==> config.mk <==
export PLATFORM = sky130hd
export DESIGN_NAME = alu_result_buffer
export DESIGN_NICKNAME = d
export VERILOG_FILES = /design/src/rtl/alu_result_buffer.sv
export SDC_FILE = /design/constraint.sdc
export NUM_CORES = 1
export LEC_CHECK = 0
export ABC_AREA = 1
export BUFFER_PORTS_ARGS = -buffer_cell sky130_fd_sc_hd__buf_2
export CAP_MARGIN = 0
export CORE_MARGIN = 1
export CORE_UTILIZATION = 48
export CTS_CLUSTER_DIAMETER = 30
export DETAILED_ROUTE_END_ITERATION = 6
export GPL_TIMING_DRIVEN = 1
export PLACE_DENSITY = 0.79
export REMOVE_ABC_BUFFERS = 1
export SYNTH_ARGS = -nofsm -noshare
export SYNTH_HDL_FRONTEND = slang
export SYNTH_SLANG_ARGS = --single-unit
==> constraint.sdc <==
create_clock -name clk -period 8.02 [get_ports clk]
set_clock_uncertainty 0.05 [all_clocks]
set_input_delay 0.401 -clock clk [delete_from_list [all_inputs] [get_ports clk]]
set_output_delay 0.401 -clock clk [all_outputs]
set_load 0.05 [all_outputs]
==> src/rtl/alu_result_buffer.sv <==
// alu_result_buffer: {hi,lo} result FIFO between the ALU and the bus-drive logic; head shown on zhi/zlo.
// Optional head flags z_zero/z_neg are built when ALU_Z_FLAGS_EN is defined.
module alu_result_buffer #(
  parameter int WIDTH = 32,
  parameter int DEPTH = 2
) (
  input  logic                     clk,
  input  logic                     rst_n,
  input  logic                     flush,
  input  logic                     alu_valid,
  output logic                     alu_ready,
  input  logic [WIDTH-1:0]         alu_hi,
  input  logic [WIDTH-1:0]         alu_lo,
  output logic                     z_valid,
  input  logic                     z_ready,
  output logic [WIDTH-1:0]         zhi,
  output logic [WIDTH-1:0]         zlo,
`ifdef ALU_Z_FLAGS_EN
  output logic                     z_zero,
  output logic                     z_neg,
`endif
  output logic [$clog2(DEPTH):0]   count
);
  localparam int AW = $clog2(DEPTH);
  localparam int CW = AW + 1;
  localparam logic [CW-1:0] FULL = CW'(DEPTH);
  logic [AW-1:0] wr_ptr, rd_ptr;
  logic [WIDTH-1:0] mem_hi [DEPTH];
  logic [WIDTH-1:0] mem_lo [DEPTH];
  logic push, pop;
  always_comb begin
    alu_ready = count != FULL;
    z_valid   = count != '0;
    push      = alu_valid && alu_ready;
    pop       = z_valid && z_ready;
    zhi       = z_valid ? mem_hi[rd_ptr] : '0;
    zlo       = z_valid ? mem_lo[rd_ptr] : '0;
  end
  always_ff @(posedge clk or negedge rst_n)
    if (!rst_n) begin
      wr_ptr <= '0;
      rd_ptr <= '0;
      count  <= '0;
    end else if (flush) begin
      wr_ptr <= '0;
      rd_ptr <= '0;
      count  <= '0;
    end else begin
      if (push) wr_ptr <= wr_ptr + 1'b1;
      if (pop) rd_ptr <= rd_ptr + 1'b1;
      if (push != pop) count <= push ? count + 1'b1 : count - 1'b1;
    end
  // storage needs no reset: outputs are masked by occupancy
  always_ff @(posedge clk)
    if (push && !flush) begin
      mem_hi[wr_ptr] <= alu_hi;
      mem_lo[wr_ptr] <= alu_lo;
    end
`ifdef ALU_Z_FLAGS_EN
  logic mem_zero [DEPTH];
  logic mem_neg  [DEPTH];
  always_ff @(posedge clk)
    if (push && !flush) begin
      mem_zero[wr_ptr] <= {alu_hi, alu_lo} == '0;
      mem_neg[wr_ptr]  <= (alu_hi != '0) ? alu_hi[WIDTH-1] : alu_lo[WIDTH-1];
    end
  always_comb begin
    z_zero = z_valid && mem_zero[rd_ptr];
    z_neg  = z_valid && mem_neg[rd_ptr];
  end
`endif
endmodule

==> key figures <==
Final layout
  – P&R area growth vs syn: 32.57%
  – # nets final: 624
  – ANT cells: 0
  – Fill cells: 784
  – Share of cells above drive strength 1: 0.4243

Power
  – Reg power frac: 0.407
  – Sw frac: 0.2828
  – Total Power: a little under 2000 uW
  – P_sw: 554.6 uW
  – Leakage: 0.002777 uW
  – Pwr Density: 277.8 mW/mm^2
  – Internal: 1406 uW
  – Power share of the combinational group: 0.178
  – Peak supply drop: 0.0001837 V
  – Clk network pwr share: 0.416

Route
  – Met1 WL: 4427 um
  – Avg Vias per Cell: 4.986
  – Vias after detailed routing: 3530
  – Detail Route met2 WL: 5566 um
  – Top routing layer used: met4
  – Remaining DRCs: 0
  – DR pass1 iterations: 4
  – Antenna-violating nets left: 0
  – DRT iter0 DRCs: 256
  – Met3 WL: 655 um
  – Routed WL: 10850 um
  – Drt wl/cell: 15.32 um

STA
  – Final Max Slew Viols: 0
  – RSZ-0062 raised after global routing: no
  – Final period util: 0.3657
  – TNS Setup: 0 ns
  – Post-route minimum period: 2.933 ns
  – Final Hold Viols: 0
  – Slew @ Worst Pin: 1.180 ns
  – Endpoints failing setup: 0
  – Fmax: 341.0 MHz
  – Max-slew headroom: 0.2135

Placement
  – # port buffers: 136
  – DP HPWL: around 5900 um
  – Gpl congestion: 0.7020

Critical path
  – CP startpoint kind: flip-flop
  – Slowest cell on the critical path: inv_2
  – CP cell instances: inv_2 -> nand2_1 -> a21oi_2 -> buf_2
  – Critical path endpoint category: output port
  – Crit-path max FO: 66
  – Crit path buf inv count: 2
  – Crit path required time: around 7.6 ns
  – CP max stage delay: 0.83 ns
  – Crit path max-delay family: buffers and inverters
  – CP arrival: 2.48 ns
  – Crit path kind: reg -> out

Die
  – Top-level I/O count: 137
  – Core area: 0.01084 mm^2
  – Rows: 38
  – Full die area: ~0.012 mm^2
  – Die Ht: 107.3 um
  – Starting Density: 0.4912
  – Die Wd: 107.3 um

Global routing
  – Largest net degree at the start of global routing: 67
  – Gr usage total: 0.1986
  – Vias in the first global route: 3596
  – Overflow after GRT: 0
  – First-pass GRT wire length: 16720 um
  – Antenna violations before repair: 0

Clocking
  – Clk root buf: clkbuf_8
  – CTS clock-pin slew for the worst setup and hold paths: approximately 0.060 ns
  – Clock latency on the worst-skew pair: slightly above 0.5 ns
  – Cts bufs inserted: 17
  – Clk buf depth: 2
  – Deepest level of the CTS H-tree: 4
  – Clock sinks: approximately 130
  – CTS tree: yes

Flow run
  – Max Cap Viol: 0

Worst hold path
  – Worst hold path type: in -> reg

Synthesis
  – Flops & latches, synth: 132
  – Ranking of synthesized cells by area: edfxtp_1, a21oi_2, nand2_1
  – Top cell type's share of synthesized area: 0.7218
  – Cell taking the most area after synthesis: edfxtp_1
  – Count leader, synth: nand2_1
  – Post-synth EDFFs: between 100 and 150
  – Most used DFF post-synth: edfxtp_1
  – List of most frequent post-synthesis cells: nand2_1, edfxtp_1, a21oi_2
  – Async SR Flop Fraction: 0.03030
  – Synth Cell Area: roughly 0.0053 mm^2
  – Seq/Total Area, Yosys: 0.7406
  – Synth Instances: approximately 380
  – Syn Area/Cell: 14.12 um^2
  – Ys Warns: 0
  – Unique cell type count in the Yosys netlist: 19

Run status
  – Outcome: complete, no violations
==> cells in the final DEF (no fill, tap or decap), types with 4 or more instances in the layout <==
cell type      count
dlygate4sd3_1     40
nand4_1            4
bufinv_16          5
nand2_2            4
edfxtp_1         128
a21oi_1            5
clkbuf_16         16
nand2_1          137
a21oi_2           61
buf_4              4
clkinvlp_4         4
buf_2            136
==> layer usage <==
| metal | up-vias | track usage |
|---|---|---|
| met5 | - | 0 |
| met4 | 0 | 0.08708 |
| li1 | 1686 | - |
| met3 | 23 | 0.05387 |
| met1 | 1687 | 0.2201 |
| met2 | 134 | 0.3567 |
==> metrics by stage <==
stage	hold slack (ns)	cells	worst slack [ns]	utilization	area (um^2)
floorplan	0.05541	356	3.473	-	5124
global route	0.003853	708	4.907	0.6512	7059
CTS	0.00006528	708	5.082	0.6512	7059
detailed placement	0.1631	636	5.645	0.5563	6031
finish	0.02626	708	5.087	0.6512	7059
global placement	0.1631	636	5.656	0.5563	6031
==> power by group through the flow <==
stage	Combinational (uW)	Sequential [uW]	Clock (uW)
3_3_place_gp	330	810	0
6_report	349	797	815
4_1_cts	350	797	831
2_1_floorplan	236	820	0
5_1_grt	370	800	853
3_5_place_dp	335	811	0
==> path summary, 6_finish.rpt <==
path	from	to	slack (ns)	depth (start not counted)
worst max-delay path	rd_ptr	zlo[8]	5.09	4
worst min-delay path	alu_hi[10]	mem_hi[1][10]	0.03	1
worst max register to register	count[0]	mem_lo[0][2]	5.90	5
worst min register to register	wr_ptr	wr_ptr	0.50	1
max in group asynchronous	rst_n	rd_ptr	7.63	2
min in group asynchronous	rst_n	count[0]	0.16	2
==> flip-flops by register name, summed over array words and instances, names as in the netlist <==
name / flops
mem_hi: 64
mem_lo: 64
count: 2
rd_ptr: 1
wr_ptr: 1
==> layout make-up <==
cell class / count / area, um^2 / share of cell area
sequential: 132 / 3945 / 0.5588
clock inverter: 14 / 210.2 / 0.02978
inverter: 6 / 22.52 / 0.003190
timing repair buffer: 180 / 1111 / 0.1574
clock buffer: 18 / 417.9 / 0.05920
multi-input combinational: 218 / 1177 / 0.1668
tap: 140 / 175.2 / 0.02481
==> kinds of logic after synthesis <==
| kind of cell | synth area share |
|---|---|
| AOI/OAI and AO/OA | 0.1071 |
| buffers and inverters | 0.04206 |
| DFF | 0.7406 |
| and+or+nand+nor | 0.1102 |
==> timing repair <==
item	CTS	global route
endpoints found under the setup margin	0	0
buffers inserted	0	0
hold buffers	40	0
gates resized for setup	0	0
hold endpoints to repair	79	0
Note: power is estimated with default switching activity, not from simulation.
